File: config.mk
export PLATFORM = sky130hd
export DESIGN_NAME = dma_job_scheduler_flat
export DESIGN_NICKNAME = d
export VERILOG_FILES = /design/src/rtl/dma_job_scheduler_if.sv /design/src/rtl/dma_job_scheduler.sv /design/src/flat_wrapper.sv
export SDC_FILE = /design/constraint.sdc
export NUM_CORES = 1
export LEC_CHECK = 0
export BUFFER_PORTS_ARGS = -buffer_cell sky130_fd_sc_hd__buf_2
export CORE_ASPECT_RATIO = 1.5
export CORE_MARGIN = 2
export CORE_UTILIZATION = 49
export DETAILED_ROUTE_END_ITERATION = 16
export MAX_ROUTING_LAYER = met4
export PLACE_DENSITY = 0.79
export SLEW_MARGIN = 0
export SYNTH_ARGS = -nofsm -noshare
export SYNTH_HDL_FRONTEND = slang
export SYNTH_SLANG_ARGS = --single-unit
File: constraint.sdc
create_clock -name clk -period 4.2 [get_ports clk]
set_input_delay 0.63 -clock clk [delete_from_list [all_inputs] [get_ports clk]]
set_output_delay 0.63 -clock clk [all_outputs]
set_load 0.01 [all_outputs]
File: src/rtl/dma_job_scheduler_if.sv
// Job-request, completion and engine-config signals of dma_job_scheduler.
// The slave modport is the scheduler's view; the master modport is the system side.
interface dma_job_scheduler_if #(
  parameter int NREQ = 4,
  parameter int IDW  = $clog2(NREQ)
);
  logic [NREQ-1:0]    req_valid;
  logic [NREQ-1:0]    req_ready;
  logic [NREQ*32-1:0] req_sa;
  logic [NREQ*32-1:0] req_len;

  logic               done_valid;
  logic               done_ready;
  logic [IDW-1:0]     done_id;
  logic [3:0]         done_err;

  logic               dma_valid;
  logic               dma_ready;
  logic [31:0]        dma_sa;
  logic [31:0]        dma_len;
  logic               dma_irq;
  logic               dma_irq_w1c;
  logic [3:0]         dma_err;

  modport slave (
    input  req_valid, req_sa, req_len, done_ready, dma_ready, dma_irq, dma_err,
    output req_ready, done_valid, done_id, done_err, dma_valid, dma_sa, dma_len, dma_irq_w1c
  );

  modport master (
    output req_valid, req_sa, req_len, done_ready, dma_ready, dma_irq, dma_err,
    input  req_ready, done_valid, done_id, done_err, dma_valid, dma_sa, dma_len, dma_irq_w1c
  );
endinterface

File: src/rtl/dma_job_scheduler.sv
// Round-robin DMA job scheduler: splits jobs into MAX_CHUNK-aligned engine chunks, one in flight.
// Define DMA_ERR_ABORT_EN to drop a job's remaining chunks once any chunk reports an error.
module dma_job_scheduler #(
  parameter int NREQ      = 4,
  parameter int AXI_BYTES = 16,
  parameter int MAX_CHUNK = 4096,
  parameter int IDW       = $clog2(NREQ)
) (
  input  logic               clk,
  input  logic               reset,
  dma_job_scheduler_if.slave bus
);

  typedef enum logic [2:0] {IDLE, ISSUE, WAIT, CLEAR, REPORT} state_t;

`ifdef DMA_ERR_ABORT_EN
  localparam bit ABORT_ON_ERR = 1'b1;
`else
  localparam bit ABORT_ON_ERR = 1'b0;
`endif

  localparam logic [31:0] ALIGN_MASK    = ~(32'(AXI_BYTES) - 32'd1);
  localparam logic [31:0] CHUNK_MAX     = 32'(MAX_CHUNK);
  localparam logic [31:0] CHUNK_OFS_MSK = CHUNK_MAX - 32'd1;

  // Largest chunk that neither overruns the job nor crosses a MAX_CHUNK boundary.
  function automatic logic [31:0] chunk_len(input logic [31:0] a, input logic [31:0] r);
    logic [31:0] room;
    room = CHUNK_MAX - (a & CHUNK_OFS_MSK);
    return (r < room) ? r : room;
  endfunction

  state_t         state;
  logic [IDW-1:0] last_grant;
  logic [IDW-1:0] job_id;
  logic [31:0]    addr;
  logic [31:0]    rem;
  logic [3:0]     err_acc;

  logic           dma_valid_q;
  logic [31:0]    dma_sa_q;
  logic [31:0]    dma_len_q;
  logic           dma_irq_w1c_q;
  logic           done_valid_q;
  logic [IDW-1:0] done_id_q;
  logic [3:0]     done_err_q;

  logic           grant_found;
  logic [IDW-1:0] grant_idx;
  logic [IDW:0]   cand;
  logic [NREQ-1:0] req_ready_c;
  logic [31:0]    sel_sa;
  logic [31:0]    sel_len;

  // Circular search starting just after the last requester served.
  // NOTE: every always_comb output gets a default first, so no path leaves it unassigned and no latch is inferred.
  always_comb begin
    grant_found = 1'b0;
    grant_idx   = '0;
    cand        = '0;
    for (int k = 1; k <= NREQ; k++) begin
      cand = {1'b0, last_grant} + (IDW+1)'(k);
      if (cand >= (IDW+1)'(NREQ)) cand = cand - (IDW+1)'(NREQ);
      if (!grant_found && bus.req_valid[cand[IDW-1:0]]) begin
        grant_found = 1'b1;
        grant_idx   = cand[IDW-1:0];
      end
    end
  end

  always_comb begin
    sel_sa  = '0;
    sel_len = '0;
    for (int i = 0; i < NREQ; i++) begin
      if (grant_idx == IDW'(i)) begin
        sel_sa  = bus.req_sa[i*32 +: 32] & ALIGN_MASK;
        sel_len = bus.req_len[i*32 +: 32] & ALIGN_MASK;
      end
    end
  end

  // The accept pulse must coincide with the req_valid it answers, so it stays combinational.
  always_comb begin
    req_ready_c = '0;
    if (state == IDLE && grant_found && !reset) req_ready_c[grant_idx] = 1'b1;
  end

  // NOTE: sequential state uses non-blocking assignments so every register samples pre-edge values.
  always_ff @(posedge clk) begin
    if (reset) begin
      state         <= IDLE;
      last_grant    <= IDW'(NREQ-1);
      job_id        <= '0;
      addr          <= '0;
      rem           <= '0;
      err_acc       <= '0;
      dma_valid_q   <= 1'b0;
      dma_sa_q      <= '0;
      dma_len_q     <= '0;
      dma_irq_w1c_q <= 1'b0;
      done_valid_q  <= 1'b0;
      done_id_q     <= '0;
      done_err_q    <= '0;
    end else begin
      case (state)
        IDLE: begin
          if (grant_found) begin
            job_id  <= grant_idx;
            addr    <= sel_sa;
            rem     <= sel_len;
            err_acc <= '0;
            if (sel_len == '0) begin
              state        <= REPORT;
              done_valid_q <= 1'b1;
              done_id_q    <= grant_idx;
              done_err_q   <= '0;
            end else begin
              state       <= ISSUE;
              dma_valid_q <= 1'b1;
              dma_sa_q    <= sel_sa;
              dma_len_q   <= chunk_len(sel_sa, sel_len);
            end
          end
        end

        ISSUE: begin
          if (dma_valid_q && bus.dma_ready) begin
            dma_valid_q <= 1'b0;
            addr        <= addr + dma_len_q;
            rem         <= rem - dma_len_q;
            state       <= WAIT;
          end
        end

        WAIT: begin
          if (bus.dma_irq) begin
            err_acc       <= err_acc | bus.dma_err;
            dma_irq_w1c_q <= 1'b1;
            state         <= CLEAR;
          end
        end

        CLEAR: begin
          dma_irq_w1c_q <= 1'b0;
          if (rem == '0 || (ABORT_ON_ERR && err_acc != '0)) begin
            state        <= REPORT;
            done_valid_q <= 1'b1;
            done_id_q    <= job_id;
            done_err_q   <= err_acc;
          end else begin
            state       <= ISSUE;
            dma_valid_q <= 1'b1;
            dma_sa_q    <= addr;
            dma_len_q   <= chunk_len(addr, rem);
          end
        end

        REPORT: begin
          if (done_valid_q && bus.done_ready) begin
            done_valid_q <= 1'b0;
            done_id_q    <= '0;
            done_err_q   <= '0;
            last_grant   <= job_id;
            state        <= IDLE;
          end
        end

        default: state <= IDLE;
      endcase
    end
  end

  assign bus.req_ready   = req_ready_c;
  assign bus.dma_valid   = dma_valid_q;
  assign bus.dma_sa      = dma_sa_q;
  assign bus.dma_len     = dma_len_q;
  assign bus.dma_irq_w1c = dma_irq_w1c_q;
  assign bus.done_valid  = done_valid_q;
  assign bus.done_id     = done_id_q;
  assign bus.done_err    = done_err_q;

endmodule
File: src/flat_wrapper.sv
// flat-port wrapper written by rule: the top's interface ports become plain ports
module dma_job_scheduler_flat 
#(
  parameter int NREQ      = 4,
  parameter int AXI_BYTES = 16,
  parameter int MAX_CHUNK = 4096,
  parameter int IDW       = $clog2(NREQ)
)
  (clk, reset, bus_req_valid, bus_req_sa, bus_req_len, bus_done_ready, bus_dma_ready, bus_dma_irq, bus_dma_err, bus_req_ready, bus_done_valid, bus_done_id, bus_done_err, bus_dma_valid, bus_dma_sa, bus_dma_len, bus_dma_irq_w1c);
  dma_job_scheduler_if #(.NREQ(NREQ), .IDW(IDW)) bus_i ();
  input  logic clk;
  input  logic reset;
  input wire logic [$bits(bus_i.req_valid)-1:0] bus_req_valid;
  input wire logic [$bits(bus_i.req_sa)-1:0] bus_req_sa;
  input wire logic [$bits(bus_i.req_len)-1:0] bus_req_len;
  input wire logic [$bits(bus_i.done_ready)-1:0] bus_done_ready;
  input wire logic [$bits(bus_i.dma_ready)-1:0] bus_dma_ready;
  input wire logic [$bits(bus_i.dma_irq)-1:0] bus_dma_irq;
  input wire logic [$bits(bus_i.dma_err)-1:0] bus_dma_err;
  output wire logic [$bits(bus_i.req_ready)-1:0] bus_req_ready;
  output wire logic [$bits(bus_i.done_valid)-1:0] bus_done_valid;
  output wire logic [$bits(bus_i.done_id)-1:0] bus_done_id;
  output wire logic [$bits(bus_i.done_err)-1:0] bus_done_err;
  output wire logic [$bits(bus_i.dma_valid)-1:0] bus_dma_valid;
  output wire logic [$bits(bus_i.dma_sa)-1:0] bus_dma_sa;
  output wire logic [$bits(bus_i.dma_len)-1:0] bus_dma_len;
  output wire logic [$bits(bus_i.dma_irq_w1c)-1:0] bus_dma_irq_w1c;
  assign bus_i.req_valid = bus_req_valid;
  assign bus_i.req_sa = bus_req_sa;
  assign bus_i.req_len = bus_req_len;
  assign bus_i.done_ready = bus_done_ready;
  assign bus_i.dma_ready = bus_dma_ready;
  assign bus_i.dma_irq = bus_dma_irq;
  assign bus_i.dma_err = bus_dma_err;
  assign bus_req_ready = bus_i.req_ready;
  assign bus_done_valid = bus_i.done_valid;
  assign bus_done_id = bus_i.done_id;
  assign bus_done_err = bus_i.done_err;
  assign bus_dma_valid = bus_i.dma_valid;
  assign bus_dma_sa = bus_i.dma_sa;
  assign bus_dma_len = bus_i.dma_len;
  assign bus_dma_irq_w1c = bus_i.dma_irq_w1c;
  dma_job_scheduler #(.NREQ(NREQ), .AXI_BYTES(AXI_BYTES), .MAX_CHUNK(MAX_CHUNK), .IDW(IDW)) u_core (.clk(clk), .reset(reset), .bus(bus_i));
endmodule
# After elaboration in Yosys (flattened, before gate mapping)
# Cells that the tools add are included.
totals:
  out_inout_bits: 77
  register_bits: 148
  elab_cells: 163
classes:
  eq_ne: 15
  n_mux: 79
  addsub: 12
  reduce_logical: 31
  magnitude_cmp: 12
  bitwise: 1
op_table:
  columns: ["operator", "n"]
  rows:
  - ["$mux W32", 20]
  - ["$pmux W32 S2", 4]
  - ["$logic_not A32 Y1", 2]
  - ["$lt A32 B32 Y1", 2]
  - ["$add A32 B32 Y32", 1]
  - ["$sub A32 B32 Y32", 1]
  - ["$mux W4", 7]
  - ["$sub A13 B12 Y14 const A", 2]
  - ["$mux W2", 12]
  - ["$mux W1", 18]
  - ["$mux W3", 6]
  - ["$lt A2 B3 Y1 const B", 5]
  - ["$pmux W3 S5", 1]
  - ["$ge A3 B3 Y1 const B", 4]
  - ["$pmux W4 S3", 1]
  - ["$reduce_and A5 Y1", 2]
  - ["$bmux W1 S2", 4]
  - ["$logic_and A1 B1 Y1", 8]
  - ["$ne A2 B1 Y1 const B", 4]
  - ["$ne A2 B2 Y1 const B", 4]
  - ["$pmux W4 S2", 1]
  - ["$reduce_and A4 Y1", 2]
  - ["$reduce_bool A2 Y1", 4]
  - ["$sub A2 B1 Y2 const B", 4]
  - ["other kinds (20)", 31]

# Depth between registers and ports, before layout
logic_depth:
  word_depth: 26
  ltp_mapped: 22

# Least setup slack after synthesis
# No wires, ideal clock.
synth_path:
  path_kind: "input to register"
  startpoint: "input port bus_req_valid[2]"
  endpoint: "register u_core.dma_len_q[12] (netlist: u_core.bus.dma_len[12])"
  path_stages: 20
  setup_slack_ns: -0.323
  n_path_buf: 2
  arrival_ns: 4.442
  path_cell_list: "and2b_1 > nor3_4 > o21ai_4 > buf_6 > mux4_2 > nor2_1 > nor4b_1 > xnor2_1 > inv_1 > ha_1 > a21oi_1 > nor2b_1 > o21ai_0 > nand2b_1 > a221oi_1 > nand3_1 > a31oi_1 > buf_4 > mux2_4 > o211ai_1"
synth_via:
  elab_chain_cells: 23
  word_cells_on_any_way: 44
  cone_classes: "add/sub (1); order compare (1); eq/ne (5); mux (28); reduce/logical (9)"
synth_lines:
  columns: ["item", "line", "rtl"]
  rows:
  - ["start, declared", "flat_wrapper.sv:13", "input wire logic [$bits(bus_i.req_valid)-1:0] bus_req_valid;"]
  - ["$bmux W1 S2", "dma_job_scheduler.sv:64", "if (!grant_found && bus.req_valid[cand[IDW-1:0]]) begin"]
  - ["$mux W1 (implied by the code)", "dma_job_scheduler.sv:64", null]
  - ["$mux W1", "dma_job_scheduler.sv:64", null]
  - ["$logic_not A1 Y1", "dma_job_scheduler.sv:64", null]
  - ["$logic_and A1 B1 Y1", "dma_job_scheduler.sv:64", null]
  - ["$mux W1", "dma_job_scheduler.sv:64", null]
  - ["$logic_not A1 Y1", "dma_job_scheduler.sv:64", null]
  - ["$logic_and A1 B1 Y1", "dma_job_scheduler.sv:64", null]
  - ["(+4 left out)", null, null]
  - ["$logic_not A2 Y1", "dma_job_scheduler.sv:75", "if (grant_idx == IDW'(i)) begin"]
  - ["$mux W32 (4 in series)", "dma_job_scheduler.sv:75", null]
  - ["$sub A13 B12 Y14", "dma_job_scheduler.sv:29", "room = CHUNK_MAX - (a & CHUNK_OFS_MSK);"]
  - ["$lt A32 B32 Y1", "dma_job_scheduler.sv:30", "return (r < room) ? r : room;"]
  - ["$mux W32", "dma_job_scheduler.sv:30", null]
  - ["$mux W32", "dma_job_scheduler.sv:112", "if (sel_len == '0) begin"]
  - ["$mux W32", "dma_job_scheduler.sv:107", "if (grant_found) begin"]
  - ["$pmux W32 S2", "dma_job_scheduler.sv:105", "case (state)"]
  - ["end signal, assigned", "dma_job_scheduler.sv:121", "dma_len_q <= chunk_len(sel_sa, sel_len);"]
  - ["end signal, assigned", "dma_job_scheduler.sv:154", "dma_len_q <= chunk_len(addr, rem);"]
  - ["end, declared", "dma_job_scheduler.sv:42", "logic [31:0] dma_len_q;"]
# Several ways; a longest one is shown, not always the timed one. The select of a mux whose other input is x is not followed.
# A chain may end at the register's enable or synchronous reset.

# Worst setup path in the final report
layout_path:
  startpoint: "register u_core.last_grant[0]"
  endpoint: "register u_core.dma_len_q[7] (netlist: u_core.bus.dma_len[7])"
layout_via:
  elab_chain_cells: 26
  word_cells_on_any_way: 60
  cone_classes: "add/sub (9); order compare (5); eq/ne (5); mux (32); reduce/logical (9)"
layout_lines:
  columns: ["item", "line", "rtl"]
  rows:
  - ["start, declared", "dma_job_scheduler.sv:34", "logic [IDW-1:0] last_grant;"]
  - ["start signal, assigned", "dma_job_scheduler.sv:92", "last_grant <= IDW'(NREQ-1);"]
  - ["start signal, assigned", "dma_job_scheduler.sv:163", "last_grant <= job_id;"]
  - ["$add A2 B1 Y3", "dma_job_scheduler.sv:62", "cand = {1'b0, last_grant} + (IDW+1)'(k);"]
  - ["$ge A3 B3 Y1 or $sub A2 B1 Y2 (tied branches)", "dma_job_scheduler.sv:63", "if (cand >= (IDW+1)'(NREQ)) cand = cand - (IDW+1)'(NREQ);"]
  - ["$mux W2", "dma_job_scheduler.sv:63", null]
  - ["$bmux W1 S2", "dma_job_scheduler.sv:64", null]
  - ["$mux W1 (implied by the code)", "dma_job_scheduler.sv:64", null]
  - ["$mux W1", "dma_job_scheduler.sv:64", null]
  - ["$logic_not A1 Y1", "dma_job_scheduler.sv:64", null]
  - ["$logic_and A1 B1 Y1", "dma_job_scheduler.sv:64", null]
  - ["(+7 left out)", null, null]
  - ["$logic_not A2 Y1", "dma_job_scheduler.sv:75", null]
  - ["$mux W32 (4 in series)", "dma_job_scheduler.sv:75", null]
  - ["$sub A13 B12 Y14", "dma_job_scheduler.sv:29", null]
  - ["$lt A32 B32 Y1", "dma_job_scheduler.sv:30", null]
  - ["$mux W32", "dma_job_scheduler.sv:30", null]
  - ["$mux W32", "dma_job_scheduler.sv:112", null]
  - ["$mux W32", "dma_job_scheduler.sv:107", null]
  - ["$pmux W32 S2", "dma_job_scheduler.sv:105", null]
# Several ways; a longest one is shown, not always the timed one. The select of a mux whose other input is x is not followed.

==> qor.yml <==
path_clk_slew_ns: 0.07
n_fill_cell: 2323
fin_cells: 2391
setup_violations: 0
path_max_fanout: 6
cts_max_level: 4
r2r_setup_slack_ns: 0.03
peakVddDrop_mv: 0.422
cts_hold_buf: 0
crit_family: "compound AO/OA/AOI/OAI gates"
drive_gt1_share_pct: 26.1
slowest_stage: "mux4_2"
postRouteAntennaNets: 0
min_period_ns: 4.17
cap_violations: 0
synth_warnings: 0
grt_pass1_wl_um: 73000
hold_start: "u_core.bus.dma_sa[2]"
skew_ns: 0.0114
crit_path_end_kind: "flop"
r2r_start: "u_core.last_grant[0]"
worstPathRequired_ns: 4.50
pre_cts_ws_ns: -0.395
grt_pass1_vias: 13827
clockBufferDepth: 2
ff2ff_path_depth: 21
grt_max_degree: 81
path_class: "flop to flop"
wl_um: 47800
status: "completed"
hold_viol: 0
insertion_delay_ns: 0.44
post_drt_wl_per_cell_um: 20.0
layout.nets: 2404
crit_top_cell: "buf_12"
holdPathEnd: "u_core.bus.dma_sa[2]"
die-width_um: 134
rsz0062_at_grt: "yes"
io_pins: 346
holdCritPathClass: "flop to flop"
cp.arrival_ns: 4.47
die_area_um2: 26800
synth_flop_cell: "dfxtp_1"
max_stage_delay_ns: 0.55
r2r_end: "u_core.bus.dma_len[7]"
numPlacedInstances: 2350
core_area_um2: 25100
dr.pass1.iters: 7
synth_edf_count: 0
power.density_nw_per_um2: 534
holdPathStages: 2
tightest_slew_ns: 1.00
grt_antenna_before_repair: 2
startpoint: "u_core.last_grant[0]"
tns_ns: 0
slew_violations: 0
initial_core_util_pct: 49.8
cts_sinks: 148
yosysSeqAreaShare_pct: 23.8
area_growth_syn_to_layout_pct: 25.6
async_flop_share_pct: 0
cts_tree: "built"
start_kind: "flop"
ys_ff_latch: 148
vias: 14503
syn_inst: 1713
detail_route.vias_per_cell: 6.07
layout_setup_ws_ns: 0.0306
worst-path-buf-inv: 4
avgSynthCellArea_um2: 7.28
netlist_area_um2: 12500
gp_congestion: 1.05
crit_chain: "and2b_2, nor3_4, o21ai_4, buf_12, mux4_2, nor2_2, nor4b_4, xnor2_1, inv_1, ha_4, a21oi_4, nor2b_4, o21ai_2, nand2b_1, a221oi_2, nand3_1, a31oi_1, buf_4, buf_12, mux2i_1, o221ai_1"
die_h_um: 199
std_cell_rows: 71
root_buffer: "clkbuf_16"
drc: 0
grt_use_total_pct: 35.8
synth_cell_types: 86
portBuffers: 313
slew_headroom_pct: 33.3
hpwl_um: 36500
synth_fp_nets: 2068
fmax_mhz: 240
numCtsBuffers: 17
drt_iter0_markers: 1135
fin_crit_sh_pct: 99.3
p_leak_uw: 0.00716
overflow: 0
[logic make-up after synthesis]
family                   after synthesis  synth area share (%)
AO/OA/AOI/OAI                        411                  22.1
XOR/XNOR                              52                  3.65
flip-flops                           148                  23.8
buffers and inverters                172                  5.75
multiplexers                          50                  5.59
AND/OR/NAND/NOR                      794                  30.4
adder cells (fa/ha/maj)               86                  8.75
[power breakdown]
part	internal (uW)	switching (uW)	leakage [uW]
combinational	1850	2780	0.00563
sequential	1720	353	0.00122
clock	1020	644	0.000306
total	4590	3770	0.00716
[per-layer routing]
layer	vias to the layer above	track usage, %	part of all wire (%)
met3	187	4.95	5.9
met1	6831	39.8	38
met4	0	21.8	6.2
met2	615	60.8	50
li1	6870	-	-
met5	-	-	0
[cells in the final DEF, fill, tap and decap left out, drive strengths merged, types with 12 or more instances in the layout]
cell / n
clkbuf: 19
mux2i: 31
and2: 13
nor2: 169
and3: 22
o21a: 12
a21oi: 115
xnor2: 34
o21ai: 81
ha: 84
a211oi: 44
nand2: 283
a311oi: 17
nand2b: 13
buf: 416
a31oi: 16
mux4: 15
nor3: 95
xor2: 18
inv: 75
nand3: 109
a21o: 17
dfxtp: 148
nor4: 33
o211ai: 22
[worst register-to-register path, delay by kind of cell (launching register included)]
| kind | cells | cell delay (ns) |
|---|---|---|
| AO/OA/AOI/OAI | 6 | 1.05 |
| flip-flops | 1 | 0.35 |
| XOR/XNOR | 1 | 0.18 |
| AND/OR/NAND/NOR | 7 | 0.96 |
| adder cells (fa/ha/maj) | 1 | 0.24 |
| buffers and inverters | 4 | 0.55 |
| multiplexers | 2 | 0.73 |
[through the flow]
stage / hold WS, ns / util [%] / instance area [um^2] / power [uW]
after floorplan: 0.449 / - / 12500 / 5170
after global placement: 0.436 / 59.2 / 14800 / 6460
after detailed placement: 0.443 / 59.2 / 14800 / 6560
after CTS: 0.451 / 61.8 / 15500 / 8230
after global routing: 0.473 / 62.5 / 15700 / 8900
final: 0.454 / 62.5 / 15700 / 8370
[cell type report]
type / count / area (um^2) / share of cell area [%]
diodes: 2 / 5.00 / 0.0320
clock buffers: 19 / 453 / 2.89
clock inverters: 12 / 176 / 1.13
inverters: 73 / 274 / 1.75
multi-input cells: 1393 / 8970 / 57.2
flip-flops and latches: 148 / 2970 / 18.9
well taps: 328 / 410 / 2.62
repair buffers: 416 / 2410 / 15.4
[sequential cells by signal, indices dropped and copies added (netlist names), 2 cells and up]
register             flops
u_core.err_acc           4
u_core.bus.done_id       2
u_core.state             3
u_core.bus.done_err      4
u_core.job_id            2
u_core.last_grant        2
u_core.rem              32
u_core.addr             32
u_core.bus.dma_len      32
u_core.bus.dma_sa       32
[how the worst max path moves through the flow]
stage                                         to  cells past startpoint
after detailed placement  u_core.bus.dma_len[12]                     22
final                      u_core.bus.dma_len[7]                     21
after floorplan           u_core.bus.dma_len[12]                     20
after global routing       u_core.bus.dma_len[4]                     21
after CTS                  u_core.bus.dma_len[4]                     21
after global placement    u_core.bus.dma_len[12]                     22
[Yosys cell counts, drive strengths merged, types with 18 or more instances]
| master | number | area share [%] |
|---|---|---|
| clkbuf | 66 | 2.0 |
| xor2 | 18 | 1.3 |
| xnor2 | 34 | 2.4 |
| nand3 | 109 | 4.4 |
| nor3 | 95 | 4.6 |
| a211oi | 44 | 2.6 |
| nand2 | 283 | 8.5 |
| dfxtp | 148 | 24 |
| and3 | 22 | 1.1 |
| buf | 33 | 1.6 |
| o211ai | 22 | 1.3 |
| ha | 84 | 8.4 |
| nor4 | 33 | 1.8 |
| a21oi | 115 | 4.6 |
| inv | 73 | 2.2 |
| nor2 | 169 | 5.1 |
| mux2i | 31 | 2.5 |
| o21ai | 81 | 3.4 |
[what timing repair did]
| item | 4_1_cts | 5_1_grt |
|---|---|---|
| pin swaps | 0 | 20 |
| setup buffers | 2 | 6 |
| endpoints found under the setup margin | 1 | 9 |
| gates resized for setup | 1 | 23 |
No activity file was read; power rests on OpenSTA's default activity.
